<file path="src/rtl/hisoc_pkg.sv">
// Shared definitions for the hisoc core slice.
//   XLEN          - architectural word width
//   NOP           - canonical no-op (addi x0, x0, 0), presented as a bubble word
//   fetch_state_e - fetch engine states
//   word_align    - clears the byte-offset bits of an address
package hisoc_pkg;

  localparam int unsigned XLEN = 32;

  localparam logic [XLEN-1:0] NOP = 32'h0000_0013;

  typedef enum logic {
    StIdle = 1'b0,
    StRun  = 1'b1
  } fetch_state_e;

  function automatic logic [XLEN-1:0] word_align(input logic [XLEN-1:0] addr);
    return addr & {{(XLEN - 2){1'b1}}, 2'b00};
  endfunction

endpackage

</file>
<file path="src/rtl/inst_fifo.sv">
// Synchronous FIFO used as the fetch instruction buffer.
// Ports:
//   clk, rst       - clock, synchronous active-high reset
//   flush          - drops all entries; wins over a same-cycle write or read
//   wr_en, wr_data - push (ignored when full)
//   rd_en          - pop the head entry (ignored when empty)
//   rd_data        - head entry (meaningless when empty)
//   count, empty   - occupancy
// DEPTH must be a power of two so the pointers wrap naturally.
module inst_fifo #(
  parameter int unsigned DEPTH = 4,
  parameter int unsigned WIDTH = 64,
  localparam int unsigned PtrW = $clog2(DEPTH),
  localparam int unsigned CntW = $clog2(DEPTH + 1)
) (
  input  logic             clk,
  input  logic             rst,
  input  logic             flush,
  input  logic             wr_en,
  input  logic [WIDTH-1:0] wr_data,
  input  logic             rd_en,
  output logic [WIDTH-1:0] rd_data,
  output logic [CntW-1:0]  count,
  output logic             empty
);

  logic [WIDTH-1:0] mem_q [DEPTH];
  logic [PtrW-1:0]  wr_ptr_q, rd_ptr_q;
  logic [CntW-1:0]  count_q;
  logic             full;
  logic             do_wr, do_rd;

  assign full  = (count_q == CntW'(DEPTH));
  assign empty = (count_q == '0);
  assign do_wr = wr_en && !full && !flush;
  assign do_rd = rd_en && !empty && !flush;

  // Storage needs no reset: occupancy alone decides what is visible.
  always_ff @(posedge clk) begin
    if (do_wr) begin
      mem_q[wr_ptr_q] <= wr_data;
    end
  end

  always_ff @(posedge clk) begin
    if (rst || flush) begin
      wr_ptr_q <= '0;
      rd_ptr_q <= '0;
      count_q  <= '0;
    end else begin
      if (do_wr) begin
        wr_ptr_q <= wr_ptr_q + PtrW'(1);
      end
      if (do_rd) begin
        rd_ptr_q <= rd_ptr_q + PtrW'(1);
      end
      unique case ({do_wr, do_rd})
        2'b10:   count_q <= count_q + CntW'(1);
        2'b01:   count_q <= count_q - CntW'(1);
        default: count_q <= count_q;
      endcase
    end
  end

  assign rd_data = mem_q[rd_ptr_q];
  assign count   = count_q;

endmodule

</file>
<file path="src/rtl/inst_fetch.sv">
// Instruction fetch unit: issues word reads to a 1-cycle-latency ROM, buffers
// {instruction, pc} pairs in inst_fifo and hands them to decode with a
// valid/ready handshake. A redirect flushes the buffer and restarts fetch.
// Ports:
//   clk, rst                    - clock, synchronous active-high reset
//   enable                      - fetch permitted when high
//   rom_en, rom_addr, rom_rdata - ROM read strobe / byte address / data (next cycle)
//   if_valid, if_ready          - decode handshake
//   if_inst, if_pc              - head instruction and its pc
//   redirect_valid, redirect_pc - branch/jump redirect
module inst_fetch
  import hisoc_pkg::*;
#(
  parameter logic [XLEN-1:0] RESET_PC   = 32'h0000_0000,
  parameter int unsigned     FIFO_DEPTH = 4
) (
  input  logic            clk,
  input  logic            rst,
  input  logic            enable,
  output logic            rom_en,
  output logic [XLEN-1:0] rom_addr,
  input  logic [XLEN-1:0] rom_rdata,
  output logic            if_valid,
  input  logic            if_ready,
  output logic [XLEN-1:0] if_inst,
  output logic [XLEN-1:0] if_pc,
  input  logic            redirect_valid,
  input  logic [XLEN-1:0] redirect_pc
);

  localparam int unsigned CntW   = $clog2(FIFO_DEPTH + 1);
  localparam int unsigned EntryW = 2 * XLEN;
  localparam logic [XLEN-1:0] ResetPcAligned = word_align(RESET_PC);

  fetch_state_e    state_q;
  logic [XLEN-1:0] fetch_pc_q, fetch_pc_d;
  logic [XLEN-1:0] inflight_pc_q;
  logic            inflight_q;

  logic [CntW-1:0]   fifo_count;
  logic              fifo_empty;
  logic [EntryW-1:0] fifo_head;
  logic              fifo_wr, fifo_pop;
  logic              credit;
  logic              resp_kill;

  // A read is only issued if its data is guaranteed a slot. The in-flight read
  // already owns one, and a pop this cycle is not counted so the check stays
  // purely registered.
  assign credit = ({1'b0, fifo_count} + {{CntW{1'b0}}, inflight_q}) < (CntW + 1)'(FIFO_DEPTH);

  assign rom_en   = !rst && (state_q == StRun) && enable && !redirect_valid && credit;
  assign rom_addr = rst ? ResetPcAligned : fetch_pc_q;

  // The response arriving during a redirect belongs to the old path.
  assign resp_kill = redirect_valid;
  assign fifo_wr   = inflight_q && !resp_kill;

  assign if_valid = !rst && !fifo_empty;
  assign fifo_pop = if_valid && if_ready;
  assign if_inst  = rst ? '0 : (if_valid ? fifo_head[EntryW-1:XLEN] : NOP);
  assign if_pc    = if_valid ? fifo_head[XLEN-1:0] : '0;

  always_comb begin
    fetch_pc_d = fetch_pc_q;
    if (redirect_valid) begin
      fetch_pc_d = word_align(redirect_pc);
    end else if (rom_en) begin
      fetch_pc_d = fetch_pc_q + XLEN'(4);
    end
  end

  always_ff @(posedge clk) begin
    if (rst) begin
      state_q       <= StIdle;
      fetch_pc_q    <= ResetPcAligned;
      inflight_q    <= 1'b0;
      inflight_pc_q <= ResetPcAligned;
    end else begin
      unique case (state_q)
        StIdle: if (enable) state_q <= StRun;
        StRun:  if (!enable) state_q <= StIdle;
      endcase
      fetch_pc_q <= fetch_pc_d;
      inflight_q <= rom_en;
      if (rom_en) begin
        inflight_pc_q <= fetch_pc_q;
      end
    end
  end

  inst_fifo #(
    .DEPTH(FIFO_DEPTH),
    .WIDTH(EntryW)
  ) u_fifo (
    .clk    (clk),
    .rst    (rst),
    .flush  (redirect_valid),
    .wr_en  (fifo_wr),
    .wr_data({rom_rdata, inflight_pc_q}),
    .rd_en  (fifo_pop),
    .rd_data(fifo_head),
    .count  (fifo_count),
    .empty  (fifo_empty)
  );

endmodule
</file>
<file path="config.mk">
export PLATFORM = sky130hd
export DESIGN_NAME = inst_fetch
export DESIGN_NICKNAME = d
export VERILOG_FILES = /design/src/rtl/hisoc_pkg.sv /design/src/rtl/inst_fifo.sv /design/src/rtl/inst_fetch.sv
export SDC_FILE = /design/constraint.sdc
export NUM_CORES = 1
export LEC_CHECK = 0
export CAP_MARGIN = 15
export CORE_MARGIN = 8
export CORE_UTILIZATION = 35
export CTS_CLUSTER_DIAMETER = 80
export DETAILED_ROUTE_END_ITERATION = 7
export GPL_ROUTABILITY_DRIVEN = 1
export MAX_ROUTING_LAYER = met4
export PLACE_DENSITY = 0.66
export SKIP_CTS_REPAIR_TIMING = 1
export SYNTH_ARGS = -nofsm -noshare
export SYNTH_HDL_FRONTEND = slang
export SYNTH_SLANG_ARGS = --single-unit
</file>
<file path="constraint.sdc">
create_clock -name clk -period 3.6 [get_ports clk]
set_input_delay 1.08 -clock clk [delete_from_list [all_inputs] [get_ports clk]]
set_output_delay 1.08 -clock clk [all_outputs]
set_load 0.005 [all_outputs]
</file>
==> results.txt <==
Final Slew Violations - 0
Post-synth EDFFs - 248
# placed instances - 1461
First-pass GRT wire length - 47.5 mm
Initial DRC count - 483
FP Rows - 70
Clk Latency, worst-skew pair - 0.52 ns
Dominant synthesized flop cell - edfxtp_1
Initial Util - 35.3%
R2R Setup Slk - 1.28 ns
Busiest grt layer - met2
Slew margin rel. - 38.2%
Root Driver - clkbuf_16
Worst r2r dst - u_fifo.count[2]
Area share of the leading cell type in the synthesized netlist - 58.0%
Worst setup EP type - primary output
Critical Path AT - 2.36 ns
CP Launch Point - rst
# setup viols final - 0
Syn Area/Cell - 15.2 um2
Worst Hold Class - reg2reg
Leak pwr - 0.00501 uW
Period minus WS final - 3.44 ns
Drt drc - 0
Final clock skew - 0.0239 ns
Initial DRT Pass Iterations - 4
Flops & latches, synth - 319
Htree depth - 2
Worst slew pin tran - 0.920 ns
Combinational power share - 3.4%
WS Path Type - in2out
DRT Wirelength - 31.0 mm
Crit path launch type - input port
Clock share of power - 45.8%
Mapped Cells - 845
Worst VDD drop - 0.000264 V
Fill cells - 3157
Hold Vio Cnt, Final - 0
Largest cells by area after synthesis - edfxtp_1 (58%), dfxtp_1 (11%), mux4_2 (11%), and2_1 (3.2%), nand2_1 (2.6%)
Crit path required time - 2.52 ns
Max Clock Freq - 290 MHz
Post-synth ARST share - 0%
Port Buf Inserts - 160
Final Cycle Share - 95.7%
Synth warn - 0
Diode count - 0
Internal power - 6330 uW
Status - completed
GPL Wtd Cong - 0.775
Detail Route Antenna Nets - 0
Vias/cell - 4.90
Sequential power share - 50.8%
Layout cells sized above 1 - 15.9%
Commonest cells post-synth - edfxtp_1 (248), nand2_1 (90), dfxtp_1 (71), and2_1 (66), mux4_2 (62)
Core ar. - 36300 um2
Die X - 208 um
Most frequent cell after synthesis - edfxtp_1
Wire per inst - 20.3 um
Nets@finish - 1109
Reg area - 8880 um2
Most area-hungry cell type in the Yosys netlist - edfxtp_1
Met1 usage - 19.2%
Switching share of power - 20.0%
Hold_sp - fetch_pc_q[31]
Max-cap violation count - 0
Net Sw Power - 1580 uW
GRT overflow - 0
Fin Hold WS - 0.482 ns
Worst reg-to-reg path cell count - 9
CTS tree - yes
Number of buffers created by CTS - 36
Vias post-DR - 7490
CTS max path bufs - 3
Worst hold endpoint - inflight_pc_q[31]
# IOs - 167
Global routing usage on met3 - 2.72%
Post-Syn Area - 12800 um2
Height of the die - 208 um
Worst r2r src - u_fifo.count[0]
Pwr dens - 479 nW/um2
Hpwl dp - 20.3 mm
Initial antenna violation count - 0
Total track usage - 14.6%
Clock slew at reported path FFs - 0.05 ns
Clock Sinks - 319
Synth unique cells - 47
Grt met2 use - 23.4%
Number of global-route vias before repair - 7827
Area occupied by multi-input gates - 3720 um2
Worst-path fanout max - 39
Die area - 43100 um2
Fin cells - 1529
Area Overhead vs Synth - 28.5%
Largest net degree at the start of global routing - 60
Sequential area share after synthesis - 69.0%
Hold Path Stages - 2
Unrepaired setup endpoints after global routing - no
layer usage:
metal | wire [um] | part of all wire [%] | vias to the layer above
met5 | 0 | 0 | -
met4 | 439 | 1.4 | 0
met3 | 1540 | 5.0 | 37
met2 | 14800 | 48 | 203
met1 | 14200 | 46 | 3725
li1 | - | - | 3525
metrics by stage:
stage               TNS (ns)  setup WS, ns  total power [uW]  utilization, %  area [um2]
finish                     0         0.156              7910            45.4       16500
CTS                   -0.510        -0.147              8010            45.3       16500
global placement      -0.148        -0.136              4360            42.1       15300
detailed placement    -0.202        -0.139              4360            42.1       15300
global route               0        0.0528              8180            45.4       16500
floorplan                  0         0.203              4190               -       12900
cell type report:
cell class	count	share of cell area (%)
flip-flops and latches	319	53.8
multi-input cells	462	22.6
repair buffers	198	12.6
clock buffers	48	5.92
well taps	468	3.55
clock inverters	18	1.22
inverters	16	0.364
power by group through the flow:
| stage | registers (uW) | clock network (uW) | logic, uW |
|---|---|---|---|
| 2_1_floorplan | 4080 | 0 | 109 |
| 3_3_place_gp | 4090 | 0 | 265 |
| 3_5_place_dp | 4090 | 0 | 269 |
| 4_1_cts | 4010 | 3720 | 272 |
| 5_1_grt | 4020 | 3870 | 292 |
| 6_report | 4020 | 3620 | 269 |
cells in the final DEF, fill, tap and decap left out, drive strengths merged, types with 2 or more instances in the layout:
master and instances:
edfxtp 248, clkdlybuf4s50 158, nand2 90, dfxtp 71
and2 66, mux4 62, clkbuf 48, a21oi 43
nor2 42, buf 39, nor2b 28, xnor2 18
inv 18, nand3 15, a211oi 14, nand4 11
clkinv 11, xor2 10, o21ai 8, nor4 8
ha 6, nor3 6, or3 5, a311oi 4
conb 4, bufinv 4, and3 3, o21a 3
nor3b 2, and4 2, mux2i 2
worst max-delay path: stages:
cell and delay [ns]:
buf_4 0.16, nor2_4 0.17, buf_12 0.21, and2_1 0.19
clkdlybuf4s50_1 0.52
registers in the layout (all words and copies together), names as in the netlist, named ones only:
| name | count |
|---|---|
| fetch_pc_q | 30 |
| inflight_pc_q | 30 |
| inflight_q | 1 |
| state_q | 1 |
| u_fifo.count | 3 |
| u_fifo.mem_q | 248 |
| u_fifo.rd_ptr_q | 2 |
| u_fifo.wr_ptr_q | 2 |
worst max path at each step:
stage	end	slack, ns	depth (start not counted)
2_1_floorplan	u_fifo.mem_q[0][10]	0.20	3
3_3_place_gp	rom_en	-0.14	6
3_5_place_dp	rom_en	-0.14	6
4_1_cts	rom_en	-0.15	6
5_1_grt	if_pc[2]	0.05	4
6_report	if_inst[31]	0.16	5
logic make-up (layout without fill, tap and decap cells):
| family | count (synthesis) | in the layout | share of synthesized area [%] |
|---|---|---|---|
| adder cells (fa/ha/maj) | 7 | 7 | 0.740 |
| AND/OR/NAND/NOR | 284 | 284 | 11.6 |
| AO/OA/AOI/OAI | 75 | 75 | 3.48 |
| buffers and inverters | 67 | 280 | 2.22 |
| XOR/XNOR | 28 | 28 | 1.91 |
| other | 1 | 4 | 0.0292 |
| multiplexers | 64 | 64 | 11.0 |
| flip-flops | 319 | 319 | 69.0 |
(Power assumes the default switching activity.)
